<file path="src/rtl/boid_draw_pkg.sv">
// Shared types and widths for the boid frame drawer and the fixed-point to pixel helper.
package boid_draw_pkg;

    localparam int unsigned FRAC_BITS = 16;
    localparam int unsigned X_W       = 28;
    localparam int unsigned Y_W       = 27;
    localparam int unsigned PIX_X_W   = 10;
    localparam int unsigned PIX_Y_W   = 9;
    localparam int unsigned COLOR_W   = 8;

    typedef enum logic [2:0] {
        IDLE,
        ERASE,
        READ,
        DRAW,
        DONE
    } state_t;

    typedef struct packed {
        logic [PIX_X_W-1:0] x;
        logic [PIX_Y_W-1:0] y;
        logic [COLOR_W-1:0] color;
    } pix_t;

endpackage

</file>
<file path="src/rtl/boid_fix_to_pixel.sv">
// Truncates signed fixed-point boid coordinates to integer pixels and flags on-screen ones.
module boid_fix_to_pixel
    import boid_draw_pkg::*;
#(
    parameter int unsigned frac_bits = FRAC_BITS,
    parameter int unsigned screen_w  = 640,
    parameter int unsigned screen_h  = 480
) (
    input  logic [X_W-1:0]           x,
    input  logic [Y_W-1:0]           y,
    output logic [X_W-frac_bits-1:0] xi,
    output logic [Y_W-frac_bits-1:0] yi,
    output logic                     visible
);

    localparam int unsigned XI_W = X_W - frac_bits;
    localparam int unsigned YI_W = Y_W - frac_bits;

    logic unused_frac;

    // Dropping the fraction bits is an arithmetic shift with truncation toward -inf.
    assign xi          = x[X_W-1:frac_bits];
    assign yi          = y[Y_W-1:frac_bits];
    assign unused_frac = ^{x[frac_bits-1:0], y[frac_bits-1:0]};

    assign visible = !xi[XI_W-1] && (xi < XI_W'(screen_w))
                  && !yi[YI_W-1] && (yi < YI_W'(screen_h));

endmodule

</file>
<file path="src/rtl/boid_frame_drawer.sv">
// Per-frame boid renderer: erases last frame's pixels, then reads each boid and draws it.
module boid_frame_drawer
    import boid_draw_pkg::*;
#(
    parameter int unsigned num_boids = 2,
    parameter int unsigned screen_w  = 640,
    parameter int unsigned screen_h  = 480,
    parameter int unsigned frac_bits = FRAC_BITS,
    localparam int unsigned IDX_W    = (num_boids > 1) ? $clog2(num_boids) : 1
) (
    input  logic               clk,
    input  logic               reset,
    input  logic               start,
    output logic               busy,
    output logic               done,
    output logic [IDX_W-1:0]   which_boid,
    output logic               mem_rd_en,
    input  logic [X_W-1:0]     x_in,
    input  logic [Y_W-1:0]     y_in,
    input  logic [COLOR_W-1:0] bg_color,
    input  logic [COLOR_W-1:0] fg_color,
    output logic               pix_valid,
    input  logic               pix_ready,
    output logic [PIX_X_W-1:0] pix_x,
    output logic [PIX_Y_W-1:0] pix_y,
    output logic [COLOR_W-1:0] pix_color
);

    localparam int unsigned XI_W = X_W - frac_bits;
    localparam int unsigned YI_W = Y_W - frac_bits;
    localparam logic [IDX_W-1:0] LAST_IDX = IDX_W'(num_boids - 1);

    state_t               state, state_nxt;
    logic [IDX_W-1:0]     idx, idx_nxt, idx_inc, which_boid_nxt;
    logic [COLOR_W-1:0]   bg, bg_nxt, fg, fg_nxt;
    logic                 busy_nxt, done_nxt, mem_rd_en_nxt, pix_valid_nxt;
    pix_t                 pix, pix_nxt;
    logic [PIX_X_W-1:0]   prev_x     [num_boids];
    logic [PIX_X_W-1:0]   prev_x_nxt [num_boids];
    logic [PIX_Y_W-1:0]   prev_y     [num_boids];
    logic [PIX_Y_W-1:0]   prev_y_nxt [num_boids];
    logic [num_boids-1:0] prev_valid, prev_valid_nxt;
    logic [XI_W-1:0]      xi;
    logic [YI_W-1:0]      yi;
    logic                 visible;
    logic                 xfer;
    logic                 unused_hi;

    boid_fix_to_pixel #(
        .frac_bits (frac_bits),
        .screen_w  (screen_w),
        .screen_h  (screen_h)
    ) u_fix_to_pixel (
        .x       (x_in),
        .y       (y_in),
        .xi      (xi),
        .yi      (yi),
        .visible (visible)
    );

    assign xfer      = pix_valid && pix_ready;
    assign idx_inc   = idx + IDX_W'(1);
    assign unused_hi = ^{xi[XI_W-1:PIX_X_W], yi[YI_W-1:PIX_Y_W]};
    assign pix_x     = pix.x;
    assign pix_y     = pix.y;
    assign pix_color = pix.color;

    // State, output and shadow registers.
    always_ff @(posedge clk) begin
        if (reset) begin
            state      <= IDLE;
            idx        <= '0;
            bg         <= '0;
            fg         <= '0;
            busy       <= 1'b0;
            done       <= 1'b0;
            which_boid <= '0;
            mem_rd_en  <= 1'b0;
            pix_valid  <= 1'b0;
            pix        <= '0;
            prev_valid <= '0;
            for (int i = 0; i < int'(num_boids); i++) begin
                prev_x[i] <= '0;
                prev_y[i] <= '0;
            end
        end else begin
            state      <= state_nxt;
            idx        <= idx_nxt;
            bg         <= bg_nxt;
            fg         <= fg_nxt;
            busy       <= busy_nxt;
            done       <= done_nxt;
            which_boid <= which_boid_nxt;
            mem_rd_en  <= mem_rd_en_nxt;
            pix_valid  <= pix_valid_nxt;
            pix        <= pix_nxt;
            prev_valid <= prev_valid_nxt;
            prev_x     <= prev_x_nxt;
            prev_y     <= prev_y_nxt;
        end
    end

    // Next-state logic; outputs are prepared one cycle ahead so they leave the block registered.
    always_comb begin
        state_nxt      = state;
        idx_nxt        = idx;
        bg_nxt         = bg;
        fg_nxt         = fg;
        busy_nxt       = busy;
        done_nxt       = 1'b0;
        which_boid_nxt = '0;
        mem_rd_en_nxt  = 1'b0;
        pix_valid_nxt  = pix_valid;
        pix_nxt        = pix;
        prev_valid_nxt = prev_valid;
        prev_x_nxt     = prev_x;
        prev_y_nxt     = prev_y;

        case (state)
            IDLE: begin
                if (start) begin
                    state_nxt     = ERASE;
                    busy_nxt      = 1'b1;
                    idx_nxt       = '0;
                    bg_nxt        = bg_color;
                    fg_nxt        = fg_color;
                    pix_valid_nxt = prev_valid[0];
                    pix_nxt.x     = prev_x[0];
                    pix_nxt.y     = prev_y[0];
                    pix_nxt.color = bg_color;
                end
            end
            ERASE: begin
                if (!pix_valid || xfer) begin
                    prev_valid_nxt[idx] = 1'b0;
                    if (idx == LAST_IDX) begin
                        state_nxt      = READ;
                        idx_nxt        = '0;
                        pix_valid_nxt  = 1'b0;
                        which_boid_nxt = '0;
                        mem_rd_en_nxt  = 1'b1;
                    end else begin
                        idx_nxt       = idx_inc;
                        pix_valid_nxt = prev_valid[idx_inc];
                        pix_nxt.x     = prev_x[idx_inc];
                        pix_nxt.y     = prev_y[idx_inc];
                        pix_nxt.color = bg;
                    end
                end
            end
            READ: begin
                // Memory data is valid this cycle; capture the converted pixel directly.
                state_nxt     = DRAW;
                pix_valid_nxt = visible;
                pix_nxt.x     = xi[PIX_X_W-1:0];
                pix_nxt.y     = yi[PIX_Y_W-1:0];
                pix_nxt.color = fg;
            end
            DRAW: begin
                if (!pix_valid || xfer) begin
                    prev_valid_nxt[idx] = pix_valid;
                    if (pix_valid) begin
                        prev_x_nxt[idx] = pix.x;
                        prev_y_nxt[idx] = pix.y;
                    end
                    pix_valid_nxt = 1'b0;
                    if (idx == LAST_IDX) begin
                        state_nxt = DONE;
                        done_nxt  = 1'b1;
                    end else begin
                        state_nxt      = READ;
                        idx_nxt        = idx_inc;
                        which_boid_nxt = idx_inc;
                        mem_rd_en_nxt  = 1'b1;
                    end
                end
            end
            DONE: begin
                state_nxt = IDLE;
                busy_nxt  = 1'b0;
                idx_nxt   = '0;
            end
            default: state_nxt = IDLE;
        endcase
    end

endmodule
</file>
<file path="config.mk">
export PLATFORM = sky130hd
export DESIGN_NAME = boid_frame_drawer
export DESIGN_NICKNAME = d
export VERILOG_FILES = /design/src/rtl/boid_draw_pkg.sv /design/src/rtl/boid_fix_to_pixel.sv /design/src/rtl/boid_frame_drawer.sv
export SDC_FILE = /design/constraint.sdc
export NUM_CORES = 1
export LEC_CHECK = 0
export ABC_AREA = 1
export BUFFER_PORTS_ARGS = -buffer_cell sky130_fd_sc_hd__buf_4
export CAP_MARGIN = 10
export CORE_AREA = 5 5 109 90
export CTS_CLUSTER_SIZE = 10
export DETAILED_ROUTE_END_ITERATION = 8
export DIE_AREA = 0 0 114 95
export HOLD_SLACK_MARGIN = 0.15
export PLACE_DENSITY = 0.81
export SLEW_MARGIN = 20
export SYNTH_ARGS = -nofsm -noshare
export SYNTH_HDL_FRONTEND = slang
export SYNTH_HIERARCHICAL = 1
export SYNTH_SLANG_ARGS = --single-unit
</file>
<file path="constraint.sdc">
create_clock -name clk -period 1.57 [get_ports clk]
set_input_delay 0.314 -clock clk [delete_from_list [all_inputs] [get_ports clk]]
set_output_delay 0.314 -clock clk [all_outputs]
set_load 0.03 [all_outputs]
</file>
==> out/summary.txt, run 1 <==
I/O pin count: 107
area delta synth->final: 17.3%
first-pass GRT wire length: 18500 um
Worst VDD drop: 0.588 mV
CTS Hold Bufs: 0
final hold violations: 0
fmax: 685 MHz
drt wl/cell: 12.7 um
Vias: 4366
grt total ovfl: 0
Hold Slack: 168 ps
cell count along the critical path: 9
pre-CTS WS: 117 ps
post-DP HPWL: 7720 um
Crit path required time: 1820 ps
GRT Util Overall: 21.1%
Max stage delay cell, worst path: dfxtp_1
outcome: finished clean
root buf cell: clkbuf_8
clk_lat worst skew: 360 ps
die width: 114 um
Critical R2R Capture: prev_x[17]
max_cap viols: 0
kind of critical path: reg -> reg
setup TNS: 0 ps
Least-Margin Pin Slew: 291 ps
CTS buffer count: 9
Vias/cell: 5.05
Hold Crit Endpoint: state[1]
crit start category: register
Post-DRT Antenna Nets: 0
Finished Core Util: 60.0%
WL final: 11000 um
power per standard cell area: 1050 mW/mm^2
Pre-Repair DR Iteration Count: 6
nets: 820
DRC Markers: 0
vias in the first global route: 4078
Top delay family on crit path: simple AND/OR/NAND/NOR gates
Final WS setup: 111 ps
Net Count, Synth: 770
Max Slew Vio Count: 0
Netlist Area Pre-Place: 0.00447 mm^2
CP bufs+invs: 3
Worst Path Max Fanout: 14
clock period minus worst slack: 1460 ps
Hold Crit Depth: 2
worst hold path type: in -> reg
placed cells: 849
deepest clock path buffer count: 2
Worst Hold Launch: reset
Die Ht: 95 um
layout cells sized above 1: 17.3%
clock skew: 10.3 ps
final setup fails: 0
CTS H-Tree Depth: 3
largest net degree at the start of global routing: 45
Mapped Avg Cell Area: 6.43 um^2
reg2reg setup slack: 110 ps
FP Rows: 31
R2R cell count: 9
CTS tree: yes
total die area: 0.0108 mm^2
clk sinks: 92
Leak: 2.51 nW
RSZ-0062 raised after global routing: no
number of diodes: 0
final instance area: 0.00524 mm^2
Critical Path Sink Type: register
synth warn: 6
total power: 5.52 mW
Final Non-Filler Cells: 865
DR iter-0 viols: 343
IO buf count: 74
Final Wtd Congestion: 0.858
Gate Count Post-Synth: 695
CP Cell Sequence: inv_2 > nand2_2 > nor2_4 > nand2_2 > nor2_4 > inv_1 > buf_4 > nor2_1 > nor2_1
fillers: 789
core footprint: 0.00873 mm^2
Period Utilization, post-route: 92.9%
critical path's largest stage delay: 380 ps
initial antenna violation count: 0
initial core utilization: 51.2%
clock-pin slew on the worst setup and hold paths: 90 ps
CP Data Arrival Time: 1710 ps
placed cell areas: 0.00506 mm^2
Slew HR: 80.6%
reg2reg start: state[2]
[sequential cells by signal, summed over array words and instances (netlist names), 2 cells and up]
register    cells
pix_y           9
prev_y         18
prev_valid      2
pix_color       8
fg              8
state           3
pix_x          10
prev_x         20
bg              8
[report_power, final]
group / internal, mW / switching [mW] / total [mW] / leakage [nW]
clock network: 0.584 / 0.861 / 1.44 / 0.0902
registers: 2.51 / 0.141 / 2.65 / 0.752
logic: 0.524 / 0.906 / 1.43 / 1.67
[worst max-delay path by stage]
stage	from	endpoint	slack (ps)
after floorplan	pix_valid	pix_x[6]	140
final	state[2]	prev_x[17]	110
after CTS	state[2]	pix_x[6]	80
after global routing	state[2]	prev_x[17]	20
after global placement	state[2]	pix_x[5]	130
after detailed placement	state[2]	pix_x[6]	120
[per-layer routing]
layer	routed length, um	track usage [%]
met4	149	7.42
met2	5180	35.6
met3	854	4.42
met5	0	0
met1	4840	26.7
[layout by cell type, fill, tap and decap left out, types with 5 or more instances in the layout]
master,n
dfxtp_1,90
nand3_1,59
a21oi_1,26
o21ai_1,12
inv_1,61
nor2_1,135
nand2_1,181
buf_4,92
buf_12,5
o21ai_0,53
clkbuf_8,9
inv_2,5
[area by class of cell]
| type | count | area [um^2] | area share [%] |
|---|---|---|---|
| Timing Repair Buffer | 97 | 791 | 15.1 |
| Sequential cell | 92 | 1840 | 35.2 |
| Clock inverter | 7 | 48.8 | 0.931 |
| Clock buffer | 9 | 124 | 2.36 |
| Inverter | 66 | 248 | 4.73 |
| Tap cell | 115 | 144 | 2.75 |
| Multi-Input combinational cell | 479 | 2040 | 38.9 |
[what timing repair did]
item,CTS,global route
setup endpoints to repair,0,17
setup buffers,0,0
gates resized for setup,0,4
hold endpoints to repair,0,0
No activity file was read; power rests on OpenSTA's default activity.
==> run 2: changes to the inputs <==
- ABC_AREA: 1 -> default
- CORE_AREA: 5 5 109 90 -> 5 5 107 89
- DIE_AREA: 0 0 114 95 -> 0 0 112 94
- MAX_ROUTING_LAYER: default -> met4
- PLACE_DENSITY: 0.81 -> 0.8
==> run 2 against run 1 <==
  * Critical path depth fell by 2
  * Sequential power down 2%
  * Global-route usage rose by 1.7 points
  * Largest power group unchanged
  * Worst hold slack better by 25 ps
  * Synthesized cell count shrank 27%
  * Setup slack worse by 110 ps
  * Largest cell class unchanged
  * Highest routed layer unchanged
==> out/summary.txt, run 2 <==
outcome: finished clean (unchanged)
Psw: 1.77 mW (was 1.91 mW)
Hold Slack: 192 ps (was 168 ps)
crit start category: register (unchanged)
worst hold path type: in -> reg (unchanged)
Final Wtd Congestion: 0.809 (was 0.858)
multi-input logic area: 0.00207 mm^2 (was 0.00204 mm^2)
Crit path required time: 1820 ps (about the same)
post-DP HPWL: 7820 um (was 7720 um)
FP Rows: 30 (was 31)
final setup fails: 0 (unchanged)
initial antenna violation count: 0 (unchanged)
register share of total power: 47.6% (was 48.0%)
kind of critical path: reg -> reg (unchanged)
Critical Path Sink Type: register (unchanged)
leading cell type in the layout, fill and taps excluded: nand2_1 (unchanged)
Net Count, Synth: 584 (was 770)
clock period minus worst slack: 1570 ps (was 1460 ps)
internal power: 3.66 mW (was 3.61 mW)
drt wl/cell: 17.2 um (was 12.7 um)
power share of the clock group: 27.4% (was 26.2%)
core footprint: 0.00830 mm^2 (was 0.00873 mm^2)
clock skew: 13.3 ps (was 10.3 ps)
Mapped Avg Cell Area: 8.30 um^2 (was 6.43 um^2)
CTS H-Tree Depth: 3 (unchanged)
largest net degree at the start of global routing: 51 (was 45)
fillers: 679 (was 789)
switching share of power: 32.6% (was 34.5%)
first-pass GRT wire length: 18800 um (was 18500 um)
Die Ht: 94 um (was 95 um)
Post-DRT Antenna Nets: 0 (unchanged)
CTS buffer count: 9 (unchanged)
grt total ovfl: 0 (unchanged)
Vias: 4016 (was 4366)
most frequent cells in the layout: nand2_1, buf_4, a21oi_1 (was nand2_1, nor2_1, buf_4)
vias in the first global route: 3860 (was 4078)
final instance area: 0.00526 mm^2 (was 0.00524 mm^2)
Leak: 1.92 nW (was 2.51 nW)
pre-CTS WS: -35.4 ps (was 117 ps)
clock-pin slew on the worst setup and hold paths: 90 ps (about the same)
number of diodes: 0 (unchanged)
max FFs per register: 20 (unchanged)
CP Cell Sequence: buf_6 > nor2_4 > buf_4 > a31oi_4 > clkbuf_16 > a22oi_1 > a211oi_2 (was inv_2 > nand2_2 > nor2_4 > nand2_2 > nor2_4 > inv_1 > buf_4 > nor2_1 > nor2_1)
Pre-Repair DR Iteration Count: 5 (was 6)
critical path's largest stage delay: 340 ps (was 380 ps)
CTS tree: yes (unchanged)
Hold Crit Depth: 3 (was 2)
WL final: 11800 um (was 11000 um)
total die area: 0.0105 mm^2 (was 0.0108 mm^2)
deepest clock path buffer count: 2 (unchanged)
nets: 644 (was 820)
synth warn: 6 (unchanged)
Max Slew Vio Count: 0 (unchanged)
IO buf count: 74 (unchanged)
DRC Markers: 0 (unchanged)
Reg area: 0.00185 mm^2 (was 0.00184 mm^2)
DR iter-0 viols: 322 (was 343)
layout cells sized above 1: 30.0% (was 17.3%)
root buf cell: clkbuf_8 (unchanged)
Period Utilization, post-route: 99.9% (was 92.9%)
Finished Core Util: 63.4% (was 60.0%)
Slew HR: 74.7% (was 80.6%)
clk sinks: 92 (unchanged)
power per standard cell area: 1030 mW/mm^2 (was 1050 mW/mm^2)
CTS Hold Bufs: 0 (unchanged)
area delta synth->final: 24.4% (was 17.3%)
GRT Util Overall: 22.8% (was 21.1%)
Comb pwr share: 25.0% (was 25.9%)
Netlist Area Pre-Place: 0.00423 mm^2 (was 0.00447 mm^2)
Least-Margin Pin Slew: 376 ps (was 291 ps)
setup TNS: 0 ps (unchanged)
Final WS setup: 2.22 ps (was 111 ps)
I/O pin count: 107 (unchanged)
Max stage delay cell, worst path: dfxtp_2 (was dfxtp_1)
Gate Count Post-Synth: 509 (was 695)
Vias/cell: 5.85 (was 5.05)
max_cap viols: 0 (unchanged)
placed cell areas: 0.00497 mm^2 (was 0.00506 mm^2)
die width: 112 um (was 114 um)
R2R cell count: 7 (was 9)
initial core utilization: 51.0% (was 51.2%)
fmax: 638 MHz (was 685 MHz)
Worst VDD drop: 0.590 mV (was 0.588 mV)
Worst Path Max Fanout: 9 (was 14)
CP Data Arrival Time: 1820 ps (was 1710 ps)
Biggest register: prev_x (unchanged)
clk_lat worst skew: 370 ps (was 360 ps)
final hold violations: 0 (unchanged)
[run 2: cell count changes in the layout (fill, tap and decap cells not counted), sizes merged, moves of 27 or more]
cell and delta:
nor2 -121, inv -63, nand2 -66, a21oi +65, o21ai -57, a211oi +27, nand3 -58
[run 2: stage by stage]
stage,std cells,power [mW]
after floorplan,509,3.42
after global placement,669,3.88
after detailed placement,669,3.92
after CTS,685,5.40
after global routing,686,5.69
final,686,5.44
[run 2: power by group through the flow]
stage               sequential [mW]  clock, mW  combinational [mW]
global placement               2.63          0                1.26
global route                   2.60       1.64                1.44
floorplan                      2.78          0               0.638
detailed placement             2.63          0                1.29
finish                         2.59       1.49                1.36
CTS                            2.58       1.52                1.29
[run 2: cell type report]
type,instances,area share [%]
multi-input combinational,347,39.3
sequential,92,35.2
timing repair buffer,114,18.9
tap,112,2.67
clock buffer,10,2.62
clock inverter,6,0.905
inverter,5,0.357
[run 2: critical path: cells and delay by family, from the launching register on]
family | cells | cell delay [ps]
compound gates | 3 | 480
flops | 1 | 340
buf+inv | 3 | 500
simple gates | 1 | 150
[run 2: routing by layer]
metal | up-vias | GRT usage [%] | part of all wire (%)
met2 | 166 | 36.1 | 48
met4 | 0 | 6.71 | 1.3
li1 | 1911 | - | -
met3 | 18 | 5.67 | 8.3
met1 | 1921 | 29.1 | 42
met5 | - | - | 0
[run 2: worst paths after layout]
kind / end / start / slack, ps
worst max-delay path: pix_y[8] / state[1] / 2
worst min register to register: bg[4] / bg[4] / 460
worst min-delay path: fg[2] / fg_color[2] / 190
worst max register to register: pix_y[8] / state[1] / 2
[run 2: timing repair]
| item | 4_1_cts | 5_1_grt |
|---|---|---|
| pin swaps | 0 | 3 |
| endpoints found under the setup margin | 36 | 58 |
| resized for setup | 4 | 18 |
| buffers inserted | 0 | 0 |
| cloned | 0 | 1 |
==> run 3: changes to the inputs <==
- CORE_AREA: 5 5 107 89 -> 5 5 112 93
- DIE_AREA: 0 0 112 94 -> 0 0 117 98
- PLACE_DENSITY: 0.8 -> 0.76
- clock period: 1.57 -> 1.28 ns (I/O delays scaled with it)
==> run 3 against run 2 <==
  * Clock skew fell by 4.2 ps
  * Clock-buffer cell count unchanged
  * Critical path depth is 1 higher
  * Combinational power is 63% higher
  * Final cell count grew 6.0%
  * Critical endpoint is now prev_x[11]
  * Critical path type unchanged
  * Sequential power is 25% higher
  * Maximum frequency fell by 9.2%
  * Utilization grew 5.1 points
  * First-iteration DRC count up 45%
  * Highest routed layer unchanged
  * Sequential share of layout area is 6.0 points lower
  * The run now ends with setup timing left
==> out/summary.txt, run 3 (synthesis gave the netlist of run 2 again) <==
outcome: finished, violations left (was finished clean)
failing checks: setup timing
Biggest register: prev_x (unchanged)
DR iter-0 viols: 468 (was 322)
max FFs per register: 20 (unchanged)
FP Rows: 32 (was 30)
Worst VDD drop: 0.704 mV (was 0.590 mV)
Critical R2R Capture: prev_x[11] (was pix_y[8])
fmax: 579 MHz (was 638 MHz)
layout cells sized above 1: 50.0% (was 30.0%)
met1 Track Usage GR: 32.1% (was 29.1%)
drt wl/cell: 23.9 um (was 17.2 um)
register share of total power: 39.6% (was 47.6%)
nets: 679 (was 644)
reg2reg start: state[1] (unchanged)
Period Utilization, post-route: 135% (was 99.9%)
GR met3 Demand/Resource: 5.58% (was 5.67%)
Critical Path Sink Type: register (unchanged)
clock-pin slew on the worst setup and hold paths: 70 ps (was 90 ps)
Max Slew Vio Count: 0 (unchanged)
placed cell areas: 0.00504 mm^2 (was 0.00497 mm^2)
GR Layer Usage met2: 39.4% (was 36.1%)
CP Cell Sequence: buf_12 > nand4_1 > buf_6 > nor3_4 > buf_6 > clkbuf_16 > nand2_1 > a21oi_1 (was buf_6 > nor2_4 > buf_4 > a31oi_4 > clkbuf_16 > a22oi_1 > a211oi_2)
Slew HR: 74.7% (about the same)
initial core utilization: 45.5% (was 51.0%)
R2R cell count: 8 (was 7)
power per standard cell area: 1280 mW/mm^2 (was 1030 mW/mm^2)
Final WS setup: -446 ps (was 2.22 ps)
CTS tree: yes (unchanged)
Pre-Repair DR Iteration Count: 5 (unchanged)
final hold violations: 0 (unchanged)
RSZ-0062 raised after global routing: yes
die width: 117 um (was 112 um)
clock period minus worst slack: 1730 ps (was 1570 ps)
Worst Path Max Fanout: 8 (was 9)
placed cells: 681 (was 669)
number of diodes: 0 (unchanged)
area delta synth->final: 50.4% (was 24.4%)
first-pass GRT wire length: 22500 um (was 18800 um)
initial antenna violation count: 0 (unchanged)
clk sinks: 92 (unchanged)
CTS buffer count: 9 (unchanged)
IO buf count: 74 (unchanged)
most frequent CP cell: buf_6
core footprint: 0.00929 mm^2 (was 0.00830 mm^2)
Max stage delay cell, worst path: dfxtp_2 (unchanged)
total die area: 0.0115 mm^2 (was 0.0105 mm^2)
final setup fails: 87 (was 0)
Final Non-Filler Cells: 727 (was 686)
CP Data Arrival Time: 1970 ps (was 1820 ps)
Die Ht: 98 um (was 94 um)
Hold Slack: 161 ps (was 192 ps)
Worst Hold Launch: fg_color[5] (was fg_color[2])
final instance area: 0.00636 mm^2 (was 0.00526 mm^2)
switching share of power: 32.5% (was 32.6%)
critical path's largest stage delay: 350 ps (was 340 ps)
max_cap viols: 0 (unchanged)
clk_lat worst skew: 350 ps (was 370 ps)
largest net degree at the start of global routing: 24 (was 51)
leading cell type in the layout, fill and taps excluded: buf_4 (was nand2_1)
Comb pwr share: 27.3% (was 25.0%)
grt total ovfl: 0 (unchanged)
most frequent cells in the layout: buf_4, nand2_1, dfxtp_1 (was nand2_1, buf_4, a21oi_1)
Final Wtd Congestion: 0.862 (was 0.809)
reg2reg setup slack: -450 ps (was 2 ps)
clock skew: 9.12 ps (was 13.3 ps)
GR peak layer: met2 (unchanged)
Vias: 4701 (was 4016)
Worst Setup SP: state[1] (unchanged)
root buf cell: clkbuf_16 (was clkbuf_8)
internal power: 5.50 mW (was 3.66 mW)
GRT Util Overall: 25.6% (was 22.8%)
worst hold path type: in -> reg (unchanged)
WL final: 17400 um (was 11800 um)
post-DP HPWL: 7910 um (was 7820 um)
crit start category: register (unchanged)
Vias/cell: 6.47 (was 5.85)
vias in the first global route: 4325 (was 3860)
fillers: 613 (was 679)
DRC Markers: 0 (unchanged)
Least-Margin Pin Slew: 375 ps (was 376 ps)
I/O pin count: 107 (unchanged)
CTS H-Tree Depth: 3 (unchanged)
power share of the clock group: 33.1% (was 27.4%)
Crit path required time: 1530 ps (was 1820 ps)
Leak: 2.38 nW (was 1.92 nW)
deepest clock path buffer count: 2 (unchanged)
Post-DRT Antenna Nets: 0 (unchanged)
kind of critical path: reg -> reg (unchanged)
Psw: 2.65 mW (was 1.77 mW)
Finished Core Util: 68.5% (was 63.4%)
Worst Setup EP: prev_x[11] (was pix_y[8])
run 3: cell types whose count changed in the layout (fill, tap and decap cells not counted), moves of 14 or more:
cell,previous run,this run
a21oi_1,91,50
a21oi_2,0,35
a22oi_1,18,4
a22oi_2,4,18
nand2_1,118,96
nand2_2,0,16
run 3: cell type report:
class                   count  area (um^2)  share of cell area [%]
clock inverters             5         63.8                    1.00
clock buffers              10          229                    3.60
flip-flops and latches     92         1850                    29.2
well taps                 119          149                    2.34
multi-input cells         354         2610                    41.0
inverters                   5         22.5                   0.354
repair buffers            142         1430                    22.5
run 3: through the flow:
step / setup TNS (ps) / setup slack [ps] / total power, mW
5_1_grt: -20080 / -465 / 8.33
3_5_place_dp: -12400 / -257 / 4.80
6_report: -16760 / -446 / 8.15
4_1_cts: -8370 / -195 / 7.76
3_3_place_gp: -10600 / -217 / 4.76
2_1_floorplan: -7580 / -154 / 4.25
run 3: worst min path at each step:
stage / end / depth (start not counted) / slack (ps)
after floorplan: bg[0] / 2 / 390
after global placement: prev_y[0] / 2 / 440
after detailed placement: prev_y[8] / 2 / 450
after CTS: fg[5] / 3 / 160
after global routing: bg[5] / 3 / 180
final: fg[5] / 3 / 160
run 3: critical path, delay by kind of cell (launching register included):
kind                   cells  cell delay (ps)
flip-flops                 1              350
AND/OR/NAND/NOR            3              370
buffers and inverters      4              660
AO/OA/AOI/OAI              1              260
run 3: timing repair:
item                                    CTS  global route
gates resized for setup                  68           106
endpoints found under the setup margin   88            90
hold buffers                              0             0
cloned                                    9             8
setup buffers                            13             7
pin swaps                                47            56
run 3: power by group through the flow:
| stage | logic, mW | clock network [mW] | registers [mW] |
|---|---|---|---|
| floorplan | 0.835 | 0 | 3.42 |
| global placement | 1.53 | 0 | 3.23 |
| detailed placement | 1.57 | 0 | 3.23 |
| CTS | 1.93 | 2.66 | 3.18 |
| global route | 2.30 | 2.79 | 3.24 |
| finish | 2.22 | 2.70 | 3.23 |
run 3: metal layers:
| layer | up-vias | share of wire [%] |
|---|---|---|
| li1 | 2004 | - |
| met3 | 105 | 11 |
| met1 | 2248 | 38 |
| met4 | 0 | 5.4 |
| met5 | - | 0 |
| met2 | 344 | 45 |
